`src/rtl/muldiv_unit.sv`:
```
// muldiv_unit: iterative signed/unsigned multiply-divide unit owning architectural HI/LO
module muldiv_unit #(
  parameter int WIDTH = 32
) (
  input  logic             clk,
  input  logic             rst,
  input  logic             start,
  input  logic [1:0]       op,
  input  logic [WIDTH-1:0] rs_val,
  input  logic [WIDTH-1:0] rt_val,
  input  logic             mthi,
  input  logic             mtlo,
  input  logic             mf_req,
  output logic [WIDTH-1:0] hi,
  output logic [WIDTH-1:0] lo,
  output logic             busy,
  output logic             done,
  output logic             stall
);
  localparam int CW = $clog2(WIDTH);
  typedef enum logic [1:0] {IDLE, RUN, FIX} state_t;
  state_t state_q, state_d;
  logic [CW-1:0] cnt_q, cnt_d;
  logic [2*WIDTH-1:0] acc_q, acc_d;
  logic [WIDTH-1:0] dsr_q, dsr_d, hi_q, hi_d, lo_q, lo_d;
  logic div_q, div_d, neg_q, neg_d, negr_q, negr_d, div0_q, div0_d, done_q, done_d;
  logic [WIDTH-1:0] mag_a, mag_b, quo, rem;
  logic [WIDTH:0] mul_sum, div_sh, div_diff;
  logic [2*WIDTH-1:0] mul_next, div_next, prod;
  always_comb begin
    mag_a = (~op[0] & rs_val[WIDTH-1]) ? -rs_val : rs_val;
    mag_b = (~op[0] & rt_val[WIDTH-1]) ? -rt_val : rt_val;
    mul_sum = {1'b0, acc_q[2*WIDTH-1:WIDTH]} + (acc_q[0] ? {1'b0, dsr_q} : '0);
    mul_next = {mul_sum, acc_q[WIDTH-1:1]};
    div_sh = acc_q[2*WIDTH-1:WIDTH-1];
    div_diff = div_sh - {1'b0, dsr_q};
    div_next = div_diff[WIDTH] ? {div_sh[WIDTH-1:0], acc_q[WIDTH-2:0], 1'b0}
                               : {div_diff[WIDTH-1:0], acc_q[WIDTH-2:0], 1'b1};
    prod = neg_q ? -acc_q : acc_q;
    quo = div0_q ? {WIDTH{1'b1}} : neg_q ? -acc_q[WIDTH-1:0] : acc_q[WIDTH-1:0];
    rem = negr_q ? -acc_q[2*WIDTH-1:WIDTH] : acc_q[2*WIDTH-1:WIDTH];
    state_d = state_q;
    cnt_d = cnt_q;
    acc_d = acc_q;
    dsr_d = dsr_q;
    div_d = div_q;
    neg_d = neg_q;
    negr_d = negr_q;
    div0_d = div0_q;
    hi_d = hi_q;
    lo_d = lo_q;
    done_d = state_q == FIX;
    if (state_q == IDLE) begin
      if (start) begin
        state_d = RUN;
        cnt_d = '0;
        div_d = op[1];
        dsr_d = op[1] ? mag_b : mag_a;
        acc_d = {{WIDTH{1'b0}}, op[1] ? mag_a : mag_b};
        neg_d = ~op[0] & (rs_val[WIDTH-1] ^ rt_val[WIDTH-1]);
        negr_d = ~op[0] & rs_val[WIDTH-1];
        div0_d = rt_val == '0;
      end else begin
        hi_d = mthi ? rs_val : hi_q;
        lo_d = mtlo ? rs_val : lo_q;
      end
    end else if (state_q == RUN) begin
      acc_d = div_q ? div_next : mul_next;
      cnt_d = cnt_q + CW'(1);
      state_d = (cnt_q == CW'(WIDTH-1)) ? FIX : RUN;
    end else begin
      state_d = IDLE;
      {hi_d, lo_d} = div_q ? {rem, quo} : prod;
    end
  end
  always_ff @(posedge clk) begin
    if (rst) begin
      state_q <= IDLE;
      cnt_q <= '0;
      acc_q <= '0;
      dsr_q <= '0;
      div_q <= 1'b0;
      neg_q <= 1'b0;
      negr_q <= 1'b0;
      div0_q <= 1'b0;
      hi_q <= '0;
      lo_q <= '0;
      done_q <= 1'b0;
    end else begin
      state_q <= state_d;
      cnt_q <= cnt_d;
      acc_q <= acc_d;
      dsr_q <= dsr_d;
      div_q <= div_d;
      neg_q <= neg_d;
      negr_q <= negr_d;
      div0_q <= div0_d;
      hi_q <= hi_d;
      lo_q <= lo_d;
      done_q <= done_d;
    end
  end
  assign hi = hi_q;
  assign lo = lo_q;
  assign done = done_q;
  assign busy = state_q != IDLE;
  assign stall = busy & (start | mthi | mtlo | mf_req);
endmodule

```
`config.mk`:
```
export PLATFORM = sky130hd
export DESIGN_NAME = muldiv_unit
export DESIGN_NICKNAME = d
export VERILOG_FILES = /design/src/rtl/muldiv_unit.sv
export SDC_FILE = /design/constraint.sdc
export NUM_CORES = 1
export LEC_CHECK = 0
export ABC_AREA = 1
export BUFFER_PORTS_ARGS = -buffer_cell sky130_fd_sc_hd__buf_2
export CAP_MARGIN = 20
export CORE_MARGIN = 10
export CORE_UTILIZATION = 40
export CTS_CLUSTER_DIAMETER = 30
export DETAILED_ROUTE_END_ITERATION = 7
export PLACE_DENSITY = 0.61
export SLEW_MARGIN = 20
export SYNTH_ARGS = -nofsm -noshare
export SYNTH_HDL_FRONTEND = slang
export SYNTH_SLANG_ARGS = --single-unit
```
`constraint.sdc`:
```
create_clock -name clk -period 8.6 [get_ports clk]
set_clock_uncertainty 0.15 [all_clocks]
set_input_delay 1.72 -clock clk [delete_from_list [all_inputs] [get_ports clk]]
set_output_delay 1.72 -clock clk [all_outputs]
set_load 0.05 [all_outputs]
```
# Word level (Yosys, flattened, before mapping)
# Index checks and enable logic that the tools add are counted.
# totals
register_bits,172
input_bits,72
output_inout_bits,67
elab_cells,74
# classes
add_sub_neg,8
n_eq_ne,8
muxes,30
bitwise,9
n_reduce_logical,8
# op_table
op,count
$mux 32,16
$mux 64,7
$neg 32->32,4
$neg 64->64,1
$add 32x32->33,1
$sub 33x32->33,1
$logic_not 32->1,1
$mux 5,3
$ne 2x2->1 const B,5
$mux 2,4
$reduce_and 3->1,2
$add 5x1->5 const B,1
$eq 5x5->1 const B,1
$and 1x1->1,4
$reduce_and 2->1,2
$reduce_bool 2->1,2
$or 1x1->1,3
$eq 2x1->1 const B,1
$eq 2x2->1 const B,1
$logic_not 2->1,1
$not 1->1,1
$xor 1x1->1,1

# Logic depth before layout (Yosys ltp)
# Gate-level depths: netlist (run 1).
# logic_depth
depth_word,6
ltp_mapped,20
ltp_nobuf,19

# Least setup slack after synthesis (run 1)
# No wires, ideal clock.
# synth_timing
kind,input to output
startpoint,input mthi
endpoint,output stall
arrival_time_ps,2398
required_time_ps,6730
setup_slack_ps,4332
cell_stages,2
n_path_buf,0
path_cell_list,nor4_1 > nor2_1
# synth_via
elab_chain_len,4
# synth_lines
item,line_no,rtl
from (decl),11,"input logic mthi,"
$or 1x1->1 (3 in a row),107,assign stall = busy & (start | mthi | mtlo | mf_req);
$and 1x1->1,107,
to (decl),18,output logic stall
# No other way between the ends.

# Worst setup path in the final report (run 1)
# layout_timing
startpoint,input mtlo
endpoint,output stall
# layout_via
elab_chain_len,3
# layout_lines
item,line_no,rtl
from (decl),12,"input logic mtlo,"
$or 1x1->1 (2 in a row),107,
$and 1x1->1,107,
# No other way between the ends.

==> out/qor.csv, run 1 <==
metric,value,unit
status,"finished, final reports clean",
worst min path class,reg2reg,
RSZ-0062 raised after global routing,false,
synth top area cells,"dfxtp_1 (20%), nand2_1 (17%), inv_1 (9.6%)",
routed wire length,79270,um
DP Worst Slack,4281,ps
Tcrit/Tclk final,50.30,%
first-pass GRT wire length,117900,um
initial antenna violation count,1,
critical path's largest stage delay,300,ps
P_sw,1487,uW
Post-synth EDFFs,0,
H-tree levels,4,
hpwl dp,64660,um
cell area after synthesis,0.01742,sq mm
Mean Syn Cell Area,5.607,sq um
Netlist cell types,52,
RR Startpoint,acc_q[31],
pin count of the biggest net entering global routing,82,
final worst path period need,4326,ps
peak supply drop,125.6,uV
DR iter-0 viols,2657,
worst path cell trace,buf_2 -> nor4_1 -> nor2_1 -> buf_2,
Slew HR,32.21,%
vias in the first global route,19109,
RePlAce Congestion,1.002,
number of port buffers,138,
IO Pins,139,
drt pass-1 iters,7,
number of synthesized register bits,172,
"Area growth, synth to finish",9.825,%
Die ar.,0.05230,sq mm
clk sinks,172,
setup TNS,0,ps
Net Sw Frac,46.19,%
fmax,231.2,MHz
DIE HEIGHT,228.7,um
crit path capture type,output pin,
grt ovf,0,
CP Data Arrival Time,2460,ps
ratio of cells with drive above 1 in the final layout,8.496,%
"Slowest-stage cell, CP",nor4_1,
Yosys warning count,0,
worst-margin pin slew,1017,ps
starting density of the core,40.44,%
antenna diode count,0,
Worst setup endpoint,stall,
Setup Buffers After CTS,0,
# DRC,0,
post-placement cell count,3731,
hold buffers post-CTS,0,
Via density,5.684,
Pwr Density,168.2,mW/mm^2
Fill cells,4849,
net count after synthesis,3251,
area share of the largest cell type after synthesis,19.77,%
Layout Cells excl Fill,3763,
reg2reg path depth,19,
TritonCTS clock tree,done,
"Clk Latency, worst-skew pair",500,ps
"Slew Viols, Final",0,
power share of the combinational group,43.1,%
routed len/inst,21.06,um
Core Footprint,0.04308,sq mm
asr flop ratio synth,0,%
Synth Flop Type,dfxtp_1,
CTS Buf Count,17,
Longest Clk Path Bufs,2,
Critical Path Source Type,primary input,
register area share after synthesis,19.77,%
Layout Nets,3309,
R2R Setup Slk,5230,ps
Leak,0.009612,uW
Yosys top cell by area,dfxtp_1,
endpoints failing hold,0,
Global Route Usage Sum,29.13,%
Worst setup startpoint,mtlo,
Resized Gates After CTS,0,
"Worst Path Class, Setup",in2out,
chip width,228.7,um
Sequential Power Share,29.5,%
clock-pin slew on the worst setup and hold paths,80,ps
Internal Power,1732,uW
CTS Root Cell,clkbuf_16,
Max-cap violations,0,
Syn Inst Count,3107,
Rows,76,
reg2reg end,acc_q[62],
ANT nets after route,0,
Final Setup Violations,0,
final worst slack,4274,ps
Worst EP required,6730,ps
Clock power frac,27.5,%
CP Max Fanout,2,
Hold Startpoint,cnt_q[4],
most frequent CP cell,buf_2,
via count,21388,
worst max-delay path, delay by kind of cell:
family        cells  cell delay (ps)
simple gates      2              360
buf+inv           2              370
cells in the final DEF (no fill, tap or decap), types with 9 or more instances in the layout:
| cell type | netlist | final |
|---|---|---|
| a21oi_1 | 284 | 284 |
| a31oi_1 | 30 | 29 |
| buf_2 | 13 | 138 |
| buf_4 | 0 | 22 |
| clkbuf_16 | 0 | 17 |
| dfxtp_1 | 172 | 171 |
| ha_1 | 70 | 70 |
| inv_1 | 447 | 446 |
| inv_2 | 12 | 13 |
| nand2_1 | 789 | 789 |
| nand2_2 | 19 | 19 |
| nand3_1 | 279 | 279 |
| nand3b_1 | 14 | 14 |
| nand4_1 | 38 | 38 |
| nor2_1 | 314 | 313 |
| nor3_1 | 30 | 30 |
| nor4_1 | 9 | 9 |
| o211ai_1 | 33 | 33 |
| o21ai_0 | 273 | 273 |
| o21ai_1 | 12 | 12 |
| o21bai_1 | 17 | 17 |
| or2_2 | 11 | 11 |
| xor2_1 | 52 | 52 |
kinds of logic (layout without fill, tap and decap cells):
logic type | count (synthesis) | after routing | synth area share, %
buffers and inverters | 583 | 654 | 12.96
XOR/XNOR | 60 | 60 | 3.017
adder cells (fa/ha/maj) | 72 | 72 | 5.257
AO/OA/AOI/OAI | 684 | 684 | 21.20
AND/OR/NAND/NOR | 1536 | 1536 | 37.79
flip-flops | 172 | 172 | 19.77
stage by stage:
stage	util [%]	power [uW]	instance area, sq um	hold WS (ps)
after global routing	44.41	3392	19130	349.2
after detailed placement	42.94	2315	18500	315.2
final	44.41	3218	19130	325.5
after CTS	44.41	3194	19130	325.9
after global placement	42.94	2310	18500	304.7
after floorplan	-	1905	17420	293.5
sequential cells by signal, summed over array words and instances, names as in the netlist:
signal / count
acc_q: 64
dsr_q: 32
hi: 32
lo: 32
cnt_q: 5
state_q: 2
div0_q: 1
div_q: 1
done: 1
neg_q: 1
negr_q: 1
worst min path at each step:
stage | to | slack [ps] | depth (start not counted)
5_1_grt | div0_q | 350 | 2
3_3_place_gp | cnt_q[4] | 300 | 2
6_report | cnt_q[4] | 330 | 2
4_1_cts | cnt_q[4] | 330 | 2
3_5_place_dp | cnt_q[4] | 320 | 2
2_1_floorplan | cnt_q[3] | 290 | 2
power groups by stage:
stage	logic (uW)	clock network, uW	registers [uW]
finish	1390	884	948
global route	1520	916	952
CTS	1360	890	943
detailed placement	1350	0	961
global placement	1350	0	961
floorplan	888	0	1020
area by class of cell:
cell class	instances	area [sq um]	area share, %
Clock buffer	17	425.4	2.224
Tap cell	585	732.0	3.826
Multi-Input combinational cell	2352	11730	61.30
Timing Repair Buffer	160	855.8	4.473
Inverter	462	1735	9.071
Clock inverter	15	211.5	1.105
Sequential cell	172	3445	18.00
synth_stat cells (12+ instances only):
| cell type | number |
|---|---|
| o21ai_0 | 273 |
| o21ai_1 | 12 |
| inv_1 | 447 |
| a21oi_1 | 284 |
| buf_1 | 14 |
| ha_1 | 70 |
| buf_2 | 13 |
| nand3_1 | 279 |
| nand4_1 | 38 |
| nor3_1 | 30 |
| nor2_1 | 314 |
| o21bai_1 | 17 |
| xor2_1 | 52 |
| o211ai_1 | 33 |
| nand3b_1 | 14 |
| nand2_1 | 789 |
| inv_2 | 12 |
| nand2_2 | 19 |
| dfxtp_1 | 172 |
| a31oi_1 | 30 |
| clkbuf_1 | 88 |
layer usage:
metal	up-vias	global-route usage, %	part of all wire, %
met2	1073	42.92	42
met3	129	5.498	9.6
met4	2	9.436	2.9
met5	-	0	0.016
met1	9954	41.59	46
li1	10230	-	-
Power figures use the tool's default switching activity.
==> run 2, diff against run 1 <==
Settings changed: ABC_AREA 1 to 0, PLACE_DENSITY 0.61 to 0.62.
Clock period 8.6 ns to 4.1 ns, I/O delays scaled along.
==> run 2 against run 1 <==
Against the previous run: sequential power rose by 100%; total power is 82% higher; first-iteration DRC count decreased by 47%; critical path depth up 9; non-clock buffer count rose by 52; global-route usage shrank 3.5 points; combinational power is 51% higher; worst hold slack worse by 23 ps; design area down 13%; count of clock-buffer cells in the layout unchanged; highest routed layer unchanged.
==> out/qor.csv, run 2 <==
metric,value,unit,change
"Slew Viols, Final",0,,unchanged
Critical Path Source Type,flop,,
Pwr Density,353.0,mW/mm^2,+110%
setup TNS,0,ps,unchanged
post-placement cell count,2536,,-32%
initial antenna violation count,2,,+1
Yosys top cell by area,dfxtp_1,,
max reg flops,64,,unchanged
Netlist cell types,89,,+71%
Yosys warning count,0,,unchanged
Mean Syn Cell Area,7.311,sq um,+30%
"Slowest-stage cell, CP",dfxtp_1,,
Final Setup Violations,0,,unchanged
chip width,211.1,um,-7.7%
Die ar.,0.04458,sq mm,-15%
asr flop ratio synth,0,%,unchanged
clk sinks,172,,unchanged
TritonCTS clock tree,done,,
net count after synthesis,2143,,-34%
Worst EP required,4260,ps,-2470 ps
IO Pins,139,,unchanged
register area share after synthesis,23.56,%,+3.8 points
RePlAce Congestion,0.9838,,-1.9%
worst min path class,reg2reg,,
"Worst Path Class, Setup",reg2reg,,
"Area growth, synth to finish",13.42,%,
Core Footprint,0.03583,sq mm,-17%
cell area after synthesis,0.01461,sq mm,-16%
Global Route Usage Sum,25.59,%,-3.5 points
synth top area cells,"dfxtp_1 (24%), a21oi_1 (7.4%), nor2_1 (6.2%)",,
CP Max Fanout,17,,+15
endpoints failing hold,0,,unchanged
fmax,260.0,MHz,
number of port buffers,138,,unchanged
Top reg by flops,acc_q,,
Tcrit/Tclk final,93.82,%,
"commonest non-fill, non-tap cells in the layout","nor2_1 (239), a21oi_1 (217), nand2_1 (210)",,
Slew HR,28.41,%,-3.8 points
CP Data Arrival Time,4010,ps,+1550 ps
Rows,69,,-9.2%
CTS Buf Count,17,,unchanged
RSZ-0062 raised after global routing,false,,
DR iter-0 viols,1408,,-47%
area share of the largest cell type after synthesis,23.56,%,+3.8 points
"commonest non-fill, non-tap cell in the layout",nor2_1,,
CTS Root Cell,clkbuf_16,,
worst-margin pin slew,1074,ps,+56.98 ps
worst path cell trace,inv_1 -> buf_12 -> nor2_1 -> ha_1 -> a21o_1 -> a21o_1 -> a221oi_1 -> nand4_1 -> nor3b_1 -> o21ai_0 -> a21boi_0 -> o311ai_0 -> a221oi_1,,
# DRC,0,,unchanged
Synth Flop Type,dfxtp_1,,
"Clk Latency, worst-skew pair",460,ps,-40 ps
Fill cells,3692,,-24%
Finished Core Util,46.27,%,+1.9 points
Longest Clk Path Bufs,2,,unchanged
Setup Buffers After CTS,0,,unchanged
ratio of cells with drive above 1 in the final layout,13.95,%,+5.5 points
DIE HEIGHT,211.1,um,-7.7%
routed len/inst,22.74,um,+8.0%
Leak,0.006803,uW,-29%
Layout Cells excl Fill,2569,,-32%
ANT nets after route,0,,unchanged
hold buffers post-CTS,0,,unchanged
H-tree levels,4,,unchanged
Syn Inst Count,1999,,-36%
via count,15563,,-27%
grt ovf,0,,unchanged
Resized Gates After CTS,0,,unchanged
number of synthesized register bits,172,,unchanged
Via density,6.058,,+6.6%
status,"finished, final reports clean",,
peak supply drop,274.2,uV,+120%
first-pass GRT wire length,88820,um,-25%
vias in the first global route,14925,,-22%
Post-synth EDFFs,0,,unchanged
hpwl dp,45790,um,-29%
routed wire length,58420,um,-26%
pin count of the biggest net entering global routing,69,,-16%
final worst path period need,3847,ps,
"count leader, synth",nor2_1,,
starting density of the core,40.79,%,+0.35 points
Max-cap violations,0,,unchanged
drt pass-1 iters,5,,-2
critical path's largest stage delay,420,ps,+120 ps
Layout Nets,2238,,-32%
clock-pin slew on the worst setup and hold paths,80,ps,about the same
Synth top cells by count,"nor2_1 (241), a21oi_1 (217), nand2_1 (210)",,
crit path capture type,flop,,
## run 2: cell count changes in the layout (fill, tap and decap cells not counted), moves of 20 or more
cell / delta
nor2_1: -74
nand2_1: -579
nor2b_1: +21
a221oi_1: +20
o21ai_0: -141
mux2i_1: +52
nand4_1: -26
nand3_1: -259
xnor2_1: +92
buf_4: +52
a211oi_1: +48
inv_1: -384
a21o_1: +31
a21oi_1: -67
## run 2: metrics by stage
step	hold WS, ps	power (uW)	setup WS [ps]	instance area (sq um)
floorplan	281.9	3355	868.9	14610
global route	318.4	6123	18.73	16570
CTS	303.7	5833	354.9	16570
detailed placement	293.9	4020	383.8	15940
finish	302.9	5852	253.5	16580
global placement	289.9	4003	392.5	15940
## run 2: worst paths after layout
kind | slack [ps] | startpoint | depth (start not counted) | end
worst max-delay path | 250 | acc_q[0] | 13 | acc_q[63]
worst min-delay path | 300 | lo[30] | 2 | lo[30]
worst max register to register | 250 | acc_q[0] | 13 | acc_q[63]
worst min register to register | 300 | lo[30] | 2 | lo[30]
## run 2: layout make-up
type                       instances  area [sq um]  share of cell area, %
multi-input combinational       1627         10420                  62.85
timing repair buffer             212          1261                  7.609
tap                              461         576.8                  3.480
inverter                          64         240.2                  1.449
clock buffer                      17         425.4                  2.566
sequential                       172          3445                  20.78
clock inverter                    15         207.7                  1.253
antenna                            1         2.502                0.01510
## run 2: cells by family (layout without fill, tap and decap cells)
kind of cell             count (synthesis)  in the layout  synth area share (%)
buffers and inverters                  200            308                 5.248
multiplexers                            58             58                 4.024
adder cells (fa/ha/maj)                 72             72                 6.267
flip-flops                             172            172                 23.56
AND/OR/NAND/NOR                        660            660                 21.04
other                                    0              1                     0
AO/OA/AOI/OAI                          669            669                 29.79
XOR/XNOR                               168            168                 10.07
## run 2: routing by layer
metal  part of all wire, %  wire length (um)  vias up  track usage [%]
li1                      -                 -     7425                -
met1                    43             24900     7499            32.26
met2                    48             28180      536            43.51
met3                   6.0              3511       99            4.095
met4                   3.1              1800        4            8.367
met5                 0.053                31        -                0
## run 2: critical path, delay by kind of cell (launching register included)
family	cells	cell delay [ps]
AO/OA/AOI/OAI	7	1840
AND/OR/NAND/NOR	3	590
flip-flops	1	420
buffers and inverters	2	360
adder cells (fa/ha/maj)	1	320
## run 2: report_power, final
part	leakage [uW]	total, uW	internal [uW]	switching (uW)
logic	0.00508	2100	714	1380
clock network	0.000315	1830	1030	793
registers	0.00141	1930	1790	139
==> run 3, diff against run 2 <==
Settings changed: CELL_PAD_IN_SITES_DETAIL_PLACEMENT set to 0, CELL_PAD_IN_SITES_GLOBAL_PLACEMENT set to 1, PLACE_DENSITY 0.62 to 0.78.
==> run 3 against run 2 <==
Against the previous run: clock power down 8%; via count up 0.49%; flip-flop and latch count unchanged; cell count up 0.39%; critical path depth unchanged; die area unchanged; sequential power about the same; largest cell class unchanged; highest routed layer unchanged.
==> out/qor.csv, run 3 (same netlist as run 2, synthesis figures left out) <==
metric,value,unit,change
CP Max Fanout,13,,-4
worst min path class,reg2reg,,
R2R Setup Slk,300,ps,+40 ps
setup TNS,0,ps,unchanged
WHS Endpoint,lo[23],,
antenna diode count,0,,-1
Resized Gates After CTS,0,,unchanged
Tcrit/Tclk final,92.78,%,-1.0 points
worst-margin pin slew,943.2,ps,-130.6 ps
Via density,6.064,,about the same
final worst path period need,3804,ps,-42.56 ps
routed wire length,59140,um,+1.2%
ratio of cells with drive above 1 in the final layout,14.35,%,+0.40 points
Critical Path Source Type,flop,,
CTS Root Cell,clkbuf_16,,
RR Startpoint,acc_q[0],,
Worst EP required,4240,ps,-20 ps
reg2reg end,acc_q[63],,
"Clk Latency, worst-skew pair",450,ps,about the same
via count,15639,,+0.49%
hold buffers post-CTS,0,,unchanged
Top reg by flops,acc_q,,
Setup Buffers After CTS,0,,unchanged
Die ar.,0.04458,sq mm,unchanged
Hold Startpoint,lo[23],,
initial antenna violation count,2,,unchanged
reg2reg path depth,13,,unchanged
Critical Path Stages,13,,unchanged
chip width,211.1,um,unchanged
Slew HR,37.12,%,+8.7 points
first-pass GRT wire length,88910,um,+0.11%
Global Route Usage Sum,25.74,%,+0.15 points
IO Pins,139,,unchanged
peak supply drop,269.7,uV,-1.6%
Worst Path Buf+Inv,2,,unchanged
"Slowest-stage cell, CP",o311ai_0,,
# DRC,0,,unchanged
vias in the first global route,14917,,-0.054%
DIE HEIGHT,211.1,um,unchanged
RSZ-0062 raised after global routing,false,,
CTS Buf Count,17,,unchanged
fmax,262.9,MHz,+1.1%
starting density of the core,40.79,%,unchanged
grt ovf,0,,unchanged
"Slew Viols, Final",0,,unchanged
Max-cap violations,0,,unchanged
"CP delay by family, top",compound AO/OA/AOI/OAI gates,,
CP Data Arrival Time,3940,ps,-70 ps
Longest Clk Path Bufs,2,,unchanged
critical path's largest stage delay,440,ps,+20 ps
Leak,0.006812,uW,+0.14%
"Worst Path Class, Setup",reg2reg,,
worst path cell trace,inv_1 -> nor2_1 -> ha_1 -> a21oi_1 -> o21ai_0 -> a221oi_1 -> nand4_1 -> nor3b_1 -> buf_4 -> o21ai_0 -> a21boi_0 -> o311ai_0 -> a221oi_1,,
Pwr Density,344.5,mW/mm^2,-2.4%
max reg flops,64,,unchanged
clock-pin slew on the worst setup and hold paths,80,ps,about the same
hpwl dp,46240,um,+0.96%
H-tree levels,4,,unchanged
ANT nets after route,0,,unchanged
pin count of the biggest net entering global routing,78,,+13%
Fill cells,3682,,-0.27%
endpoints failing hold,0,,unchanged
"commonest non-fill, non-tap cells in the layout","nor2_1 (239), a21oi_1 (217), nand2_1 (210)",,
"commonest non-fill, non-tap cell in the layout",nor2_1,,
Layout Nets,2249,,+0.49%
crit path capture type,flop,,
RePlAce Congestion,1.013,,+2.9%
Placed Instance Area,0.01601,sq mm,+0.44%
Final Setup Violations,0,,unchanged
number of port buffers,138,,unchanged
Rows,69,,unchanged
hold path depth,2,,unchanged
drt pass-1 iters,6,,+1
design area,0.01659,sq mm,about the same
"Area growth, synth to finish",13.52,%,about the same
routed len/inst,22.93,um,+0.84%
TritonCTS clock tree,done,,
Core Footprint,0.03583,sq mm,unchanged
clk sinks,172,,unchanged
DR iter-0 viols,1398,,-0.71%
status,"finished, final reports clean",,
## run 3: final cells by class
class | instances | area (sq um) | share of cell area (%)
flip-flops and latches | 172 | 3445 | 20.76
clock inverters | 11 | 108.9 | 0.6562
multi-input cells | 1627 | 10420 | 62.79
inverters | 64 | 240.2 | 1.448
repair buffers | 223 | 1331 | 8.025
clock buffers | 21 | 470.5 | 2.836
well taps | 461 | 576.8 | 3.477
## run 3: report_power, final
group | switching (uW) | leakage (uW) | internal (uW)
Clock | 789 | 0.000273 | 893
Combinational | 1390 | 0.00513 | 721
Sequential | 135 | 0.00141 | 1790
## run 3: worst max path at each step
| stage | start | to | slack (ps) |
|---|---|---|---|
| 2_1_floorplan | rs_val[1] | acc_q[26] | 870 |
| 4_1_cts | acc_q[0] | acc_q[63] | 400 |
| 3_5_place_dp | rs_val[1] | acc_q[26] | 380 |
| 3_3_place_gp | rs_val[1] | dsr_q[26] | 390 |
| 6_report | acc_q[0] | acc_q[63] | 300 |
| 5_1_grt | acc_q[0] | acc_q[63] | 110 |
## run 3: metal layers
metal	wire, um	up-vias	share of wire, %	global-route usage, %
li1	-	7445	-	-
met1	24190	7469	41	31.26
met2	27960	598	47	42.20
met3	4364	123	7.4	6.217
met4	2599	4	4.4	11.74
met5	34	-	0.057	0
## run 3: metrics by stage
| step | utilization (%) | setup slack, ps | power [uW] | cells | hold WS, ps |
|---|---|---|---|---|---|
| finish | 46.30 | 296.0 | 5716 | 2579 | 304.6 |
| global route | 46.30 | 114.1 | 5984 | 2579 | 321.5 |
| CTS | 46.30 | 404.0 | 5702 | 2579 | 303.2 |
| detailed placement | 44.69 | 384.3 | 4032 | 2547 | 293.7 |
| global placement | 44.69 | 386.0 | 4019 | 2547 | 288.5 |
| floorplan | - | 868.9 | 3355 | 1999 | 281.9 |
## run 3: worst reg2reg max path, stage by stage (launching register included)
cell      delay, ps
dfxtp_1         320
inv_1           410
nor2_1           90
ha_1            360
a21oi_1         190
o21ai_0         120
a221oi_1        310
nand4_1         220
nor3b_1         220
buf_4           160
o21ai_0         320
a21boi_0        150
o311ai_0        440
a221oi_1        160
